$ cat config.mk
export PLATFORM = sky130hd
export DESIGN_NAME = golomb_rice_decode
export DESIGN_NICKNAME = d
export VERILOG_FILES = /design/src/rtl/golomb_rice_decode_pkg.sv /design/src/rtl/golomb_rice_decode_bit_buffer.sv /design/src/rtl/golomb_rice_decode.sv
export SDC_FILE = /design/constraint.sdc
export NUM_CORES = 1
export LEC_CHECK = 0
export CAP_MARGIN = 20
export CORE_MARGIN = 2
export CORE_UTILIZATION = 45
export CTS_BUF_LIST = sky130_fd_sc_hd__clkbuf_16
export DETAILED_ROUTE_END_ITERATION = 8
export PLACE_DENSITY = 0.65
export SLEW_MARGIN = 25
export SYNTH_ARGS = -nofsm -noshare
export SYNTH_HDL_FRONTEND = slang
export SYNTH_SLANG_ARGS = --single-unit
$ cat constraint.sdc
create_clock -name clk -period 7.15 [get_ports clk]
set_clock_uncertainty 0.05 [all_clocks]
set_input_delay 0.715 -clock clk [delete_from_list [all_inputs] [get_ports clk]]
set_output_delay 0.715 -clock clk [all_outputs]
set_load 0.02 [all_outputs]
$ cat src/rtl/golomb_rice_decode_pkg.sv
// Shared types and constants for the Golomb-Rice codeword parser.
package golomb_rice_pkg;

    localparam int K_W    = 3;
    localparam int BUF_W  = 64;
    localparam int WORD_W = 32;
    localparam int FILL_W = $clog2(BUF_W + 1);
    localparam int PEEK_W = 8;
    localparam int POP_W  = 4;

    typedef enum logic [2:0] {
        ST_IDLE,
        ST_UNARY,
        ST_REM,
        ST_SIGN,
        ST_OUT
    } grd_state_t;

    // Right-justify the top n bits of the peek window (n in 1..7).
    function automatic logic [PEEK_W-1:0] take_bits(input logic [PEEK_W-1:0] peek,
                                                    input logic [K_W-1:0]    n);
        return peek >> (PEEK_W - int'(n));
    endfunction

endpackage

$ cat src/rtl/golomb_rice_decode_bit_buffer.sv
// MSB-aligned 64-bit bit buffer: pushes 32-bit words behind the valid bits,
// pops 0..8 bits from the front each cycle.
module grd_bit_buffer
    import golomb_rice_pkg::*;
(
    input  logic              clk,
    input  logic              reset_n,
    input  logic [WORD_W-1:0] push_data,
    input  logic              push_valid,
    output logic              push_ready,
    input  logic [POP_W-1:0]  pop_n,
    output logic [PEEK_W-1:0] peek,
    output logic [FILL_W-1:0] fill
);

    logic [BUF_W-1:0]  bits;
    logic [BUF_W-1:0]  kept;
    logic [FILL_W-1:0] fill_kept;
    logic              push_fire;

    assign push_ready = (fill <= FILL_W'(WORD_W));
    assign push_fire  = push_valid && push_ready;
    assign peek       = bits[BUF_W-1 -: PEEK_W];

    // Bits below the fill point are always zero, so a new word can be OR-ed in.
    always_comb begin
        kept      = bits << pop_n;
        fill_kept = fill - FILL_W'(pop_n);
    end

    always_ff @(posedge clk) begin
        if (!reset_n) begin
            bits <= '0;
            fill <= '0;
        end else if (push_fire) begin
            bits <= kept | ({push_data, {WORD_W{1'b0}}} >> fill_kept);
            fill <= fill_kept + FILL_W'(WORD_W);
        end else begin
            bits <= kept;
            fill <= fill_kept;
        end
    end

endmodule

$ cat src/rtl/golomb_rice_decode.sv
// Golomb-Rice codeword parser: one codeword per command from an MSB-first word stream.
// Optional prefix-overflow detection is enabled by defining GOLOMB_RICE_DECODE_ERR_EN.
module golomb_rice_decode
    import golomb_rice_pkg::*;
#(
    parameter int MAX_Q = 31,
    parameter int OUT_W = 32
) (
    input  logic              clk,
    input  logic              reset_n,
    input  logic [WORD_W-1:0] in_data,
    input  logic              in_valid,
    output logic              in_ready,
    input  logic [K_W-1:0]    cmd_k,
    input  logic              cmd_is_ac,
    input  logic              cmd_valid,
    output logic              cmd_ready,
    output logic [OUT_W-1:0]  val,
    output logic              is_minus,
    output logic              out_valid,
    input  logic              out_ready,
    output logic              err
);

    localparam int Q_W = $clog2(MAX_Q + 1) + 1;

    grd_state_t        state, state_nx;
    logic [K_W-1:0]    k_r;
    logic              ac_r;
    logic [Q_W-1:0]    q_r, q_nx;
    logic [PEEK_W-1:0] rem_r, rem_nx;
    logic              sign_r, sign_nx;
    logic [OUT_W-1:0]  val_nx;
    logic              load_out;
    logic [POP_W-1:0]  pop_n;
    logic [PEEK_W-1:0] peek;
    logic [FILL_W-1:0] fill;
    logic              have_bit;
    logic              have_rem;
`ifdef GOLOMB_RICE_DECODE_ERR_EN
    logic              err_nx;
`endif

    grd_bit_buffer u_buf (
        .clk        (clk),
        .reset_n    (reset_n),
        .push_data  (in_data),
        .push_valid (in_valid),
        .push_ready (in_ready),
        .pop_n      (pop_n),
        .peek       (peek),
        .fill       (fill)
    );

    assign have_bit  = (fill != '0);
    assign have_rem  = (fill >= FILL_W'(k_r));
    // Held low while reset is asserted so no command is taken during reset.
    assign cmd_ready = reset_n && (state == ST_IDLE);
    assign out_valid = (state == ST_OUT);

    always_comb begin
        state_nx = state;
        q_nx     = q_r;
        rem_nx   = rem_r;
        sign_nx  = sign_r;
        pop_n    = '0;
`ifdef GOLOMB_RICE_DECODE_ERR_EN
        err_nx   = 1'b0;
`endif
        case (state)
            ST_IDLE: begin
                if (cmd_valid && cmd_ready) begin
                    q_nx     = '0;
                    rem_nx   = '0;
                    sign_nx  = 1'b0;
                    state_nx = ST_UNARY;
                end
            end
            ST_UNARY: begin
                if (have_bit) begin
                    pop_n = POP_W'(1);
                    if (peek[PEEK_W-1]) begin
                        if (k_r != '0)
                            state_nx = ST_REM;
                        else if (ac_r)
                            state_nx = ST_SIGN;
                        else
                            state_nx = ST_OUT;
                    end else begin
`ifdef GOLOMB_RICE_DECODE_ERR_EN
                        if (q_r == Q_W'(MAX_Q)) begin
                            err_nx   = 1'b1;
                            state_nx = ST_IDLE;
                        end else begin
                            q_nx = q_r + Q_W'(1);
                        end
`else
                        q_nx = q_r + Q_W'(1);
`endif
                    end
                end
            end
            ST_REM: begin
                if (have_rem) begin
                    pop_n    = POP_W'(k_r);
                    rem_nx   = take_bits(peek, k_r);
                    state_nx = ac_r ? ST_SIGN : ST_OUT;
                end
            end
            ST_SIGN: begin
                if (have_bit) begin
                    pop_n    = POP_W'(1);
                    sign_nx  = peek[PEEK_W-1];
                    state_nx = ST_OUT;
                end
            end
            ST_OUT: begin
                if (out_ready)
                    state_nx = ST_IDLE;
            end
            default: state_nx = ST_IDLE;
        endcase
    end

    always_comb begin
        load_out = (state_nx == ST_OUT) && (state != ST_OUT);
        val_nx   = (OUT_W'(q_nx) << k_r) | OUT_W'(rem_nx);
    end

    always_ff @(posedge clk) begin
        if (!reset_n) begin
            state    <= ST_IDLE;
            k_r      <= '0;
            ac_r     <= 1'b0;
            q_r      <= '0;
            rem_r    <= '0;
            sign_r   <= 1'b0;
            val      <= '0;
            is_minus <= 1'b0;
        end else begin
            state  <= state_nx;
            q_r    <= q_nx;
            rem_r  <= rem_nx;
            sign_r <= sign_nx;
            if (cmd_valid && cmd_ready) begin
                k_r  <= cmd_k;
                ac_r <= cmd_is_ac;
            end
            if (load_out) begin
                val      <= val_nx;
                is_minus <= ac_r & sign_nx;
            end
        end
    end

`ifdef GOLOMB_RICE_DECODE_ERR_EN
    always_ff @(posedge clk) begin
        if (!reset_n)
            err <= 1'b0;
        else
            err <= err_nx;
    end
`else
    assign err = 1'b0;
`endif

endmodule
==> impl_metrics.tcl, run 1 <==
set metrics [dict create \
    status "finished clean" \
    drc 0 \
    arrival_ps 6070 \
    grt_pass1_wl_um 48610 \
    post-synth-top-area-cell "dfxtp_1" \
    drt_wl_total_um 31150 \
    cts.clk_slew.worst_paths_ps 90 \
    ff_latch_area_um2 2142 \
    netlist_instances 1174 \
    synth-simple-area-share_pct 20.75 \
    drive_above_1_share_pct 10.77 \
    cpMostUsedCell "buf_4" \
    setup_viol 0 \
    cp-end-kind "register" \
    fp.dieH_um 147.6 \
    synth_cell_type_count 87 \
    cts_sinks 107 \
    grt_pass1_vias 8494 \
    tritoncts "done" \
    fin_setup_tns_ps 0 \
    grt.total_usage_pct 28.17 \
    cp_cell_sequence "clkinv_1, ha_1, o21ai_0, o211ai_2, a31oi_4, buf_4, clkinv_2, buf_4, ha_2, buf_4, mux4_2, nand2_1, o21ai_0, mux2i_1, nor3_1, a31oi_1, a31oi_1" \
    power_density_nw_per_um2 440.1 \
    core_region_area_um2 20230 \
    die_w_um 147.6 \
    drtIter0Drc 1253 \
    syn_area_um2 9281 \
    num_vias 9345 \
    layout.nets 1227 \
    cp.required_ps 7320 \
    hold_viol 0 \
    numCtsBuffers 9 \
    critPathLaunch "k_r[2]" \
    min-delay-path-class "register to register" \
    initial_core_util_pct 45.87 \
    synth_xor_xnor_area_share_pct 0.9167 \
    synth.area.mux_share_pct 24.95 \
    synth_area_leaders "dfxtp_1 23%, mux2i_1 16%, nand2_1 7.1%" \
    yosysSeqAreaShare_pct 23.08 \
    fill_cells 1975 \
    ant_nets 0 \
    worstMarginPinSlew_ps 1029 \
    root_buffer "clkbuf_16" \
    postLayoutCellArea_um2 10220 \
    hold_path.startpoint "val[11]" \
    yosysMostFrequentCell "nand2_1" \
    pin_count 78 \
    synth_edf_count 0 \
    h-tree-depth 3 \
    period_share_pct 82.46 \
    dp_slack_ps 1384 \
    wl_per_cell_um 21.50 \
    yosys_warnings 0 \
    synth_compound_area_share_pct 21.78 \
    antenna_found_initial 0 \
    post_cts_resized 0 \
    area_delta_synth_final_pct 10.10 \
    irDropWorstVdd_v 0.0003678 \
    avgSynthCellArea_um2 7.906 \
    synthTopCellsByCount "175 x nand2_1, 147 x mux2i_1, 107 x dfxtp_1" \
    firstDrtPassIters 7 \
    multiInputGateArea_um2 6638 \
    timing.final.ws_setup_ps 1254 \
    ys.flop_type "dfxtp_1" \
    max_slew_margin_pct 31.13 \
    hpwlAfterDp_um 22930 \
    fmaxAchievable_ghz 0.1696 \
    r2r-start "k_r[2]" \
    critical_path.slowest_cell "mux4_2" \
    yosys.area_share.adder_pct 1.699 \
    maxSlewViolCount 0 \
    start_kind "register" \
    ys_seq_elements 107 \
    clock_path_buffers 2 \
    die_area_um2 21790 \
    post-cts-setup-buffers 0 \
    numPortBuffers 57 \
    leakage_nw 3.816 \
    yosysTopAreaCellShare_pct 23.08 \
    synthArstFlopShare_pct 0 \
    critical_path_class "register to register" \
    diodes 0 \
    overflow 0 \
    place.gp.congestion 1.003 \
    placed_cell_area_um2 9922 \
    clk_latency_ps 370 \
    max_stage_delay_ps 620 \
    cts_hold_buf 0 \
    crit_fanout 39 \
    power_w 0.004497 \
    period_minus_slack_ps 5896 \
    rows 52 \
    synth_top_family_by_area "multiplexers" \
    drv_cap 0 \
    via_per_inst 6.449 \
    rsz0062_at_grt "false" \
    grt_max_degree 57 \
]
area by class of cell:
type / count / share of cell area, %
Timing Repair Buffer: 80 / 7.273
Sequential cell: 107 / 20.96
Multi-Input combinational cell: 960 / 64.96
Clock buffer: 9 / 2.204
Tap cell: 270 / 3.306
Clock inverter: 7 / 0.6979
Inverter: 16 / 0.6000
report_power, final:
part / internal, W / total [W] / switching, W
Clock: 0.000247 / 0.000514 / 0.000266
Sequential: 0.000735 / 0.000889 / 0.000154
Combinational: 0.00112 / 0.00309 / 0.00198
Total: 0.00210 / 0.00450 / 0.00240
final timing paths:
kind         cells past startpoint              to  slack (ps)
min                              2         val[11]         400
max reg2reg                     17  u_buf.bits[24]        1250
max                             17  u_buf.bits[24]        1250
min reg2reg                      2         val[11]         400
registers in the layout (all words and copies together), names as in the netlist:
signal and count:
val 13, u_buf.bits 64, state 3, u_buf.fill 7, is_minus 1, sign_r 1, rem_r 8, q_r 6
ac_r 1, k_r 3
worst max-delay path: cells and delay by family (launching register included):
family / cells / cell delay, ps
buffers and inverters: 5 / 1750
AOI/OAI and AO/OA: 6 / 1300
muxes: 2 / 950
adders and majority gates: 2 / 930
DFF: 1 / 590
and+or+nand+nor: 2 / 160
kinds of logic (layout without fill, tap and decap cells):
logic type               after synthesis  count (layout)
multiplexers                         200             200
flip-flops                           107             107
AO/OA/AOI/OAI                        305             305
adder cells (fa/ha/maj)               12              12
AND/OR/NAND/NOR                      415             415
XOR/XNOR                               8               8
other                                  1              20
buffers and inverters                126             112
routing by layer:
metal	GRT usage, %	vias to the layer above	wire (µm)
li1	-	4319	-
met1	42.52	4402	14190
met2	39.30	532	12800
met3	4.722	92	2938
met4	11.78	0	1227
met5	0	-	0
per-stage QoR:
step / hold slack, ps / util (%) / instances
2_1_floorplan: 422.2 / - / 1193
3_3_place_gp: 391.4 / 49.04 / 1433
3_5_place_dp: 394.5 / 49.04 / 1433
4_1_cts: 405.8 / 50.50 / 1449
5_1_grt: 444.7 / 50.50 / 1449
6_report: 401.6 / 50.50 / 1449
cells in the final DEF (no fill, tap or decap), drive strengths merged, types with 11 or more instances in the layout:
cell,instances
nand2,176
o211ai,22
inv,18
mux4,22
nand3,58
and2,14
a21oi,84
nor2,95
mux2,31
buf,23
a31oi,19
nor3,16
conb,20
o21ai,56
or3,11
ha,11
a22oi,30
mux2i,147
o22ai,19
dfxtp,107
clkdlybuf4s50,57
Power figures use the tool's default switching activity.
==> run 2, diff against run 1 <==
--- a/config.mk
+++ b/config.mk
@@ -10,7 +10,7 @@
 export CORE_UTILIZATION = 45
 export CTS_BUF_LIST = sky130_fd_sc_hd__clkbuf_16
 export DETAILED_ROUTE_END_ITERATION = 8
-export PLACE_DENSITY = 0.65
+export PLACE_DENSITY = 0.67
 export SLEW_MARGIN = 25
 export SYNTH_ARGS = -nofsm -noshare
 export SYNTH_HDL_FRONTEND = slang
==> constraint.sdc (replaced) <==
create_clock -name clk -period 4.9 [get_ports clk]
set_clock_uncertainty 0.05 [all_clocks]
set_input_delay 0.49 -clock clk [delete_from_list [all_inputs] [get_ports clk]]
set_output_delay 0.49 -clock clk [all_outputs]
set_load 0.02 [all_outputs]
==> run 2 against run 1 <==
Against the previous run: maximum frequency up 27%; power up 55%; critical path depth down 1; non-clock buffer count up 32; via count up 0.54%; setup slack worse by 990 ps; final cell count up 2.2%; utilization up 1.4 points; wire length up 7.0%.
==> impl_metrics.tcl, run 2 (synthesis gave the netlist of run 1 again) <==
set metrics [dict create \
    arrival_ps 4880 \
    period_minus_slack_ps 4639 \
    numPortBuffers 57 \
    reg.largest.list "u_buf.bits (64), val (13), rem_r (8)" \
    num_vias 9395 \
    ant_nets 0 \
    grt_max_degree 57 \
    ff_latch_area_um2 2142 \
    fmaxAchievable_ghz 0.2156 \
    area_delta_synth_final_pct 13.05 \
    drtIter0Drc 1279 \
    fin_setup_tns_ps 0 \
    die_w_um 147.6 \
    numCtsBuffers 9 \
    leakage_nw 3.976 \
    setup_viol 0 \
    wl_per_cell_um 22.52 \
    layout_common_cells "175 x nand2_1, 147 x mux2i_1, 107 x dfxtp_1" \
    fill_cells 1979 \
    pin_count 78 \
    core_region_area_um2 20230 \
    drt_wl_total_um 33350 \
    worstMarginPinSlew_ps 984.2 \
    postLayoutCellArea_um2 10490 \
    rows 52 \
    grt_pass1_vias 8686 \
    via_per_inst 6.344 \
    diodes 0 \
    maxSlewViolCount 0 \
    firstDrtPassIters 6 \
    multiInputGateArea_um2 6644 \
    grt_pass1_wl_um 51510 \
    status "finished clean" \
    period_share_pct 94.68 \
    hpwlAfterDp_um 25540 \
    cts_hold_buf 0 \
    cp_cell_sequence "inv_1, ha_1, nor3b_1, o211ai_2, a31oi_4, clkinv_2, ha_2, buf_4, mux2_2, mux2i_1, o21ai_0, buf_4, nor2_1, a2111oi_0, a211oi_1, nor2_1" \
    start_kind "register" \
    crit_fanout 17 \
    cp-end-kind "register" \
    initial_core_util_pct 45.87 \
    largest-register "u_buf.bits" \
    min-delay-path-class "register to register" \
    drv_cap 0 \
    cp.required_ps 5140 \
    irDropWorstVdd_v 0.0006794 \
    tritoncts "done" \
    clock_path_buffers 2 \
    final_common_cell "nand2_1" \
    largest_reg_flops 64 \
    max_stage_delay_ps 730 \
    overflow 0 \
    hold_viol 0 \
    cts_sinks 107 \
    max_slew_margin_pct 34.29 \
    drc 0 \
    place.gp.congestion 0.9641 \
    antenna_found_initial 0 \
    placed_cell_area_um2 10120 \
    die_area_um2 21790 \
    h-tree-depth 3 \
    drive_above_1_share_pct 13.29 \
    grt.total_usage_pct 30.34 \
    cts.clk_slew.worst_paths_ps 90 \
    critical_path.slowest_cell "a2111oi_0" \
    rsz0062_at_grt "false" \
    fp.dieH_um 147.6 \
    critical_path_class "register to register" \
    power_density_nw_per_um2 664.4 \
    layout.nets 1259 \
    root_buffer "clkbuf_16" \
    clk_latency_ps 370 \
]
[run 2: layer usage]
metal  routed length (µm)  up-vias  track usage [%]
met2                13680      475            41.93
met1                15140     4482            45.24
li1                     -     4370                -
met4                 1380        0            12.79
met3                 3142       68            6.358
met5                    0        -                0
[run 2: path summary, 6_finish.rpt]
| check | start | to | slack [ps] | cells past startpoint |
|---|---|---|---|---|
| hold reg to reg | val[11] | val[11] | 400 | 2 |
| hold / removal | val[11] | val[11] | 400 | 2 |
| setup reg to reg | u_buf.fill[0] | u_buf.bits[53] | 260 | 16 |
| setup / recovery | u_buf.fill[0] | u_buf.bits[53] | 260 | 16 |
[run 2: area by class of cell]
cell class,count,share of cell area (%)
clock inverters,7,0.7870
flip-flops and latches,107,20.41
clock buffers,9,2.146
repair buffers,112,9.528
inverters,16,0.5843
well taps,270,3.220
multi-input cells,960,63.32
[run 2: critical path: cells and delay by family (launching register included)]
family | cells | cell delay [ps]
multiplexers | 2 | 260
buffers and inverters | 4 | 640
adder cells (fa/ha/maj) | 2 | 890
flip-flops | 1 | 370
AND/OR/NAND/NOR | 3 | 490
AO/OA/AOI/OAI | 5 | 1830
[run 2: power breakdown]
part,switching (W),internal (W)
Sequential,0.000227,0.00107
Clock,0.000390,0.000365
Combinational,0.00307,0.00184
[run 2: per-stage QoR]
stage	cells	hold slack, ps	util (%)	power (W)	setup WS, ps
detailed placement	1460	395.4	50.04	0.006013	122.5
global route	1481	429.1	51.86	0.007353	38.01
finish	1481	404.5	51.86	0.006971	260.9
CTS	1476	407.6	51.56	0.006778	71.56
global placement	1460	392.3	50.04	0.006034	187.3
floorplan	1193	422.2	-	0.004422	113.9
[run 2: what timing repair did]
item / in CTS / in global routing
endpoints found under the setup margin: 0 / 14
gates resized for setup: 0 / 2
endpoints found under the hold margin: 0 / 0
buffers inserted: 0 / 5
